$ cat src/rtl/store_buffer_if.sv
// store_buffer_if: core <-> store buffer <-> data memory signal bundle.
//   st_*  : store request channel (valid/ready, word-aligned addr, data, byte enables)
//   ld_*  : load request, returned word, stall back to the core
//   mem_* : single shared data-memory port (sync write, combinational read)
// Modports:
//   slave  - the store buffer itself
//   master - the environment (core + memory) driving the buffer
interface store_buffer_if;
  logic        st_valid;
  logic        st_ready;
  logic [31:0] st_addr;
  logic [31:0] st_wdata;
  logic [3:0]  st_be;

  logic        ld_req;
  logic [31:0] ld_addr;
  logic [31:0] ld_rdata;
  logic        ld_stall;

  logic        mem_we;
  logic [31:0] mem_a;
  logic [31:0] mem_wd;
  logic [31:0] mem_rd;

  modport slave (
    input  st_valid, st_addr, st_wdata, st_be, ld_req, ld_addr, mem_rd,
    output st_ready, ld_rdata, ld_stall, mem_we, mem_a, mem_wd
  );

  modport master (
    output st_valid, st_addr, st_wdata, st_be, ld_req, ld_addr, mem_rd,
    input  st_ready, ld_rdata, ld_stall, mem_we, mem_a, mem_wd
  );
endinterface

$ cat src/rtl/store_buffer.sv
// store_buffer: DEPTH-entry FIFO write buffer in front of a word-addressed
// data memory. Stores are queued with byte enables and retired one per cycle
// as a read-modify-write on the shared memory port; loads take priority on
// that port and are stalled while they hit a pending store or the buffer is
// full.
// Ports:
//   clk, rst  - clock (rising edge), asynchronous active-high reset
//   bus       - store_buffer_if.slave (store, load and memory channels)
//   count     - number of valid entries
//   empty     - count == 0

// One byte lane of the retire merge: take the queued byte where enabled,
// otherwise keep the byte currently in memory.
module sb_lane (
  input  logic       en,
  input  logic [7:0] sbyte,
  input  logic [7:0] rbyte,
  output logic [7:0] mbyte
);
  assign mbyte = en ? sbyte : rbyte;
endmodule

module store_buffer #(
  parameter int DEPTH = 4,
  parameter int CW    = 3
) (
  input  logic           clk,
  input  logic           rst,
  store_buffer_if.slave  bus,
  output logic [CW-1:0]  count,
  output logic           empty
);

  localparam int PW = $clog2(DEPTH);

  typedef struct packed {
    logic [29:0]     waddr;
    logic [3:0][7:0] data;
    logic [3:0]      be;
  } entry_t;

  entry_t           ent [DEPTH];
  logic [DEPTH-1:0] vld;
  logic [PW-1:0]    head, tail;

  logic             full, hit, push, drain, served;
  logic [DEPTH-1:0] hit_vec;
  logic [3:0][7:0]  merged;
  entry_t           hd;

  // address bits [1:0] never take part in word addressing
  logic unused_lsbs;
  assign unused_lsbs = &{1'b0, bus.st_addr[1:0], bus.ld_addr[1:0]};

  assign full  = (count == CW'(DEPTH));
  assign empty = (count == '0);
  assign hd    = ent[head];

  // Only entries already in the queue are compared; a store pushed in the
  // same cycle is younger than the load and must not stall it.
  for (genvar i = 0; i < DEPTH; i++) begin : g_hit
    assign hit_vec[i] = vld[i] && (ent[i].waddr == bus.ld_addr[31:2]);
  end
  assign hit = |hit_vec;

  for (genvar b = 0; b < 4; b++) begin : g_lane
    sb_lane u_lane (
      .en    (hd.be[b]),
      .sbyte (hd.data[b]),
      .rbyte (bus.mem_rd[8*b +: 8]),
      .mbyte (merged[b])
    );
  end

  assign bus.st_ready = !full;
  assign bus.ld_stall = bus.ld_req && (full || hit);
  // rst gating keeps the memory port quiet while reset is held, even if the
  // core is still presenting a load.
  assign served = !rst && bus.ld_req && !bus.ld_stall;
  assign drain  = !empty && (!bus.ld_req || bus.ld_stall);
  assign push   = bus.st_valid && bus.st_ready && (bus.st_be != 4'h0);

  always_comb begin
    bus.mem_we   = 1'b0;
    bus.mem_a    = '0;
    bus.mem_wd   = '0;
    bus.ld_rdata = '0;
    if (served) begin
      bus.mem_a    = {bus.ld_addr[31:2], 2'b00};
      bus.ld_rdata = bus.mem_rd;
    end else if (drain) begin
      bus.mem_we = 1'b1;
      bus.mem_a  = {hd.waddr, 2'b00};
      bus.mem_wd = merged;
    end
  end

  // Payload needs no reset: an entry is only ever read while its valid bit is set.
  always_ff @(posedge clk) begin
    if (push) begin
      ent[tail] <= '{waddr: bus.st_addr[31:2], data: bus.st_wdata, be: bus.st_be};
    end
  end

  always_ff @(posedge clk or posedge rst) begin
    if (rst) begin
      vld   <= '0;
      head  <= '0;
      tail  <= '0;
      count <= '0;
    end else begin
      // push and drain never touch the same slot: that needs head == tail,
      // i.e. empty (no drain) or full (no push).
      if (push) begin
        vld[tail] <= 1'b1;
        tail      <= tail + 1'b1;
      end
      if (drain) begin
        vld[head] <= 1'b0;
        head      <= head + 1'b1;
      end
      case ({push, drain})
        2'b10:   count <= count + 1'b1;
        2'b01:   count <= count - 1'b1;
        default: count <= count;
      endcase
    end
  end

endmodule
$ cat src/flat_wrapper.sv
// flat-port wrapper written by rule: the top's interface ports become plain ports
module store_buffer_flat 
#(
  parameter int DEPTH = 4,
  parameter int CW    = 3
)
  (clk, rst, count, empty, bus_st_valid, bus_st_addr, bus_st_wdata, bus_st_be, bus_ld_req, bus_ld_addr, bus_mem_rd, bus_st_ready, bus_ld_rdata, bus_ld_stall, bus_mem_we, bus_mem_a, bus_mem_wd);
  store_buffer_if bus_i ();
  input  logic clk;
  input  logic rst;
  output logic [CW-1:0] count;
  output logic empty;
  input wire logic [$bits(bus_i.st_valid)-1:0] bus_st_valid;
  input wire logic [$bits(bus_i.st_addr)-1:0] bus_st_addr;
  input wire logic [$bits(bus_i.st_wdata)-1:0] bus_st_wdata;
  input wire logic [$bits(bus_i.st_be)-1:0] bus_st_be;
  input wire logic [$bits(bus_i.ld_req)-1:0] bus_ld_req;
  input wire logic [$bits(bus_i.ld_addr)-1:0] bus_ld_addr;
  input wire logic [$bits(bus_i.mem_rd)-1:0] bus_mem_rd;
  output wire logic [$bits(bus_i.st_ready)-1:0] bus_st_ready;
  output wire logic [$bits(bus_i.ld_rdata)-1:0] bus_ld_rdata;
  output wire logic [$bits(bus_i.ld_stall)-1:0] bus_ld_stall;
  output wire logic [$bits(bus_i.mem_we)-1:0] bus_mem_we;
  output wire logic [$bits(bus_i.mem_a)-1:0] bus_mem_a;
  output wire logic [$bits(bus_i.mem_wd)-1:0] bus_mem_wd;
  assign bus_i.st_valid = bus_st_valid;
  assign bus_i.st_addr = bus_st_addr;
  assign bus_i.st_wdata = bus_st_wdata;
  assign bus_i.st_be = bus_st_be;
  assign bus_i.ld_req = bus_ld_req;
  assign bus_i.ld_addr = bus_ld_addr;
  assign bus_i.mem_rd = bus_mem_rd;
  assign bus_st_ready = bus_i.st_ready;
  assign bus_ld_rdata = bus_i.ld_rdata;
  assign bus_ld_stall = bus_i.ld_stall;
  assign bus_mem_we = bus_i.mem_we;
  assign bus_mem_a = bus_i.mem_a;
  assign bus_mem_wd = bus_i.mem_wd;
  store_buffer #(.DEPTH(DEPTH), .CW(CW)) u_core (.clk(clk), .rst(rst), .bus(bus_i), .count(count), .empty(empty));
endmodule
$ cat config.mk
export PLATFORM = sky130hd
export DESIGN_NAME = store_buffer_flat
export DESIGN_NICKNAME = d
export VERILOG_FILES = /design/src/rtl/store_buffer_if.sv /design/src/rtl/store_buffer.sv /design/src/flat_wrapper.sv
export SDC_FILE = /design/constraint.sdc
export NUM_CORES = 1
export LEC_CHECK = 0
export BUFFER_PORTS_ARGS = -buffer_cell sky130_fd_sc_hd__clkbuf_2
export CAP_MARGIN = 10
export CORE_ASPECT_RATIO = 0.8
export CORE_MARGIN = 4
export CORE_UTILIZATION = 56
export DETAILED_ROUTE_END_ITERATION = 10
export PLACE_DENSITY_LB_ADDON = 0.1
export RECOVER_POWER = 100
export SYNTH_ARGS = -nofsm -noshare
export SYNTH_HDL_FRONTEND = slang
export SYNTH_SLANG_ARGS = --single-unit
$ cat constraint.sdc
create_clock -name clk -period 3.6 [get_ports clk]
set_input_delay 0.54 -clock clk [delete_from_list [all_inputs] [get_ports clk]]
set_output_delay 0.54 -clock clk [all_outputs]
set_load 0.005 [all_outputs]
==> impl_results.md <==
* Run status: finished, violations left
* Failing checks: capacitance limit, slew limit
* CTS H-Tree Depth at 1
* Fraction of registers with async set/reset at under 10%
* Measured slew at the worst slew-check pin at 1.70 ns
* Max Used Layer: met4
* # hold bufs at CTS at 0
* Crit path launch type: flip-flop
* Setup WS pre-CTS at 0.223 ns
* Setup TNS Final at 0 ns
* Post-Synth XOR/XNOR Area at 8.19%
* Deepest clock path buffer count at 3
* Wire length per cell at between 20 and 25 um
* CTS tree: yes
* Mux cell area share after synthesis at 16.0%
* Most common cell after layout, fill and taps aside: edfxtp_1
* Starting Density at 56.8%
* Hold path cells at 1
* Ant diodes at 0
* Worst setup EP type: output pin
* Hpwl dp at about 22 mm
* Clock Sinks at around 280
* Layout cells sized above 1 at 32.2%
* Post-synth design cell area at between 0.01 and 0.015 mm^2
* GRT overflow at 0
* Cts bufs inserted at 28
* Post-synth EDFFs at 264
* I/O Buffers at 232
* Routability congestion estimate at 0.870
* PD cells at 757 mW/mm^2
* Via count at 7930
* Most common flop cell mapped by yosys: edfxtp_1
* Worst R2R End: u_core.ent[2][34]
* Max-cap violation count at 4
* DRC at 0
* Yosys cell types at between 40 and 50
* Worst Path Required at 3.06 ns
* Share of the synthesized area in the top cell type at 59.8%
* Largest area contributor in the netlist: edfxtp_1
* Vias in the first global route at around 7700
* Adder-Cell Fraction of Synth Area at ~1%
* Crit path arrival time at 2.89 ns
* Reg clk slew, reported paths at 0.06 ns
* Max Fclk at 0.291 GHz
* Worst hold path class: in2reg
* Final worst slack at 0.168 ns
* Hold slack at 0.269 ns
* Global-route wire length before repair at 47.8 mm
* Final ANT Viol Nets at 0
* Final wirelength at 31.6 mm
* Vias per cell at 5.77
* Syn. warnings at 0
* Syn_area_per_cell at roughly 16 um^2
* Clock Skews at 0.00685 ns
* Chip width at about 180 um
* Area grow syn2layout at 17.8%
* FF-to-FF setup slack at 0.28 ns
* R2R depth at 4
* Initial antenna violation count at 0
* Hold endpoint: u_core.ent[1][60]
* Peak supply drop at 0.453 mV
* DR pass1 iterations at 5
* Critical R2R Launch: u_core.count[0]
* Core box area at 0.0233 mm^2
* Tcrit/Tclk final at 95.3%
* Static Leak at 0.00576 uW
* CP Class: reg2out
* Final Setup Violations at 0
* Hold_sp: bus_st_addr[26]
* Io pins at 239
* CTS root buf: clkbuf_16
* Clock Latency Late Sink at 0.53 ns
* Slew Limit Fails at 107
* Largest net degree at the start of global routing at 51
* Die footprint at 0.0262 mm^2
* Synth Register Bits at 275
* Syn Inst Count at 830
* Routed met2 length at 14.1 mm
* Die height at approximately 150 um
* Synth area leaders: edfxtp_1 60%, mux4_2 11%, xnor2_1 8.1%, mux2i_1 4.8%, nor3_2 2.1%
* Final min period at 3.43 ns
* DRT iter0 DRCs at around 680
* Commonest cells after routing, fill and taps aside: 264 x edfxtp_1, 164 x clkbuf_2, 114 x xnor2_1, 75 x clkbuf_1
* Gr usage total at between 20% and 30%
* Final hold vios at 0
* WL met1 at 14.2 mm
* Seq/Total Area, Yosys at approximately three fifths
* Routed wl met3 at 3.08 mm
* FILL cells at between 1500 and 2000
* Site Rows at 50
* Post-Synth Simple-Gate Area at approximately 8.5%
* Nets at 1187
* Synth Area in Compound Gates at 0.943%
* Main combinational cell family by area after synthesis: multiplexers
* Critical Path Fanout Max at 50
* Rel. slew slack at -13.5%
==> synth_stat cells, types with 5 or more instances <==
library cell  instances
nand4_1              28
nor3_2               28
mux2i_1              63
inv_1                 8
buf_6                11
nor2_1                8
xnor2_1             122
dfrtp_1              11
buf_2                34
buf_4                 5
nand2_1              66
edfxtp_1            264
clkbuf_1             17
mux4_2               66
buf_1                 8
ha_1                  9
and3_1               32
==> flip-flops by register name, summed over array words and instances, names as in the netlist <==
register	flops
u_core.vld	4
u_core.head	2
u_core.count	3
u_core.ent	264
u_core.tail	2
==> cell type report <==
type	count	area, um^2	share of cell area (%)
Sequential cell	275	8210	52.5
Timing Repair Buffer	255	1320	8.45
Clock buffer	34	744	4.76
Clock inverter	18	235	1.51
Multi-Input combinational cell	471	4690	30.0
Tap cell	312	390	2.50
Inverter	10	37.5	0.240
==> kinds of logic (layout without fill, tap and decap cells) <==
kind of cell	after synthesis	in the layout
AOI/OAI and AO/OA	17	17
xor gates and xnor gates	124	124
adders and majority gates	10	10
buffers and inverters	85	317
DFF	275	275
muxes	129	129
other	1	2
and+or+nand+nor	189	189
==> metal layers <==
layer / GRT usage (%) / vias to the layer above
li1: - / 3589
met4: 2.83 / 0
met5: 0 / -
met2: 34.6 / 311
met1: 37.2 / 3998
met3: 6.70 / 32
==> where the power goes <==
part           switching (uW)  total (uW)  internal [uW]  leakage, uW
clock                    1160        3060           1900     0.000479
sequential                330        4550           4220      0.00254
combinational            2260        4230           1970      0.00274
==> how the worst max path moves through the flow <==
stage                            startpoint               to  slack [ns]
after floorplan             bus_ld_addr[31]  u_core.count[2]        0.56
after global placement      bus_ld_addr[27]  u_core.count[2]        0.27
after detailed placement    bus_ld_addr[16]  u_core.count[2]        0.22
after CTS                 u_core.ent[1][61]    bus_mem_wd[0]        0.10
after global routing      u_core.ent[2][49]    bus_mem_wd[1]       -0.02
final                     u_core.ent[1][62]    bus_mem_wd[0]        0.17
==> through the flow <==
step	cell area (um^2)	power (uW)	instances	util (%)
3_5_place_dp	14700	8890	1323	62.9
6_report	15600	11800	1375	67.0
2_1_floorplan	13300	7430	831	-
3_3_place_gp	14700	8830	1323	62.9
5_1_grt	15600	12500	1375	67.0
4_1_cts	15700	11900	1375	67.1
==> repair_timing <==
| item | CTS | global route |
|---|---|---|
| gates resized for setup | 3 | 11 |
| setup buffers | 0 | 0 |
| endpoints found under the setup margin | 50 | 76 |
| pin swaps | 0 | 2 |
==> critical path, cell delays in order (launching register included) <==
cell and delay (ns):
edfxtp_1 0.39, xnor2_1 0.32, nand4_1 0.20, nor4_2 0.34, nand2_1 0.22, and4_4 0.27
buf_6 0.22, nor3_1 0.23, clkbuf_2 0.16
(Power assumes the default switching activity.)
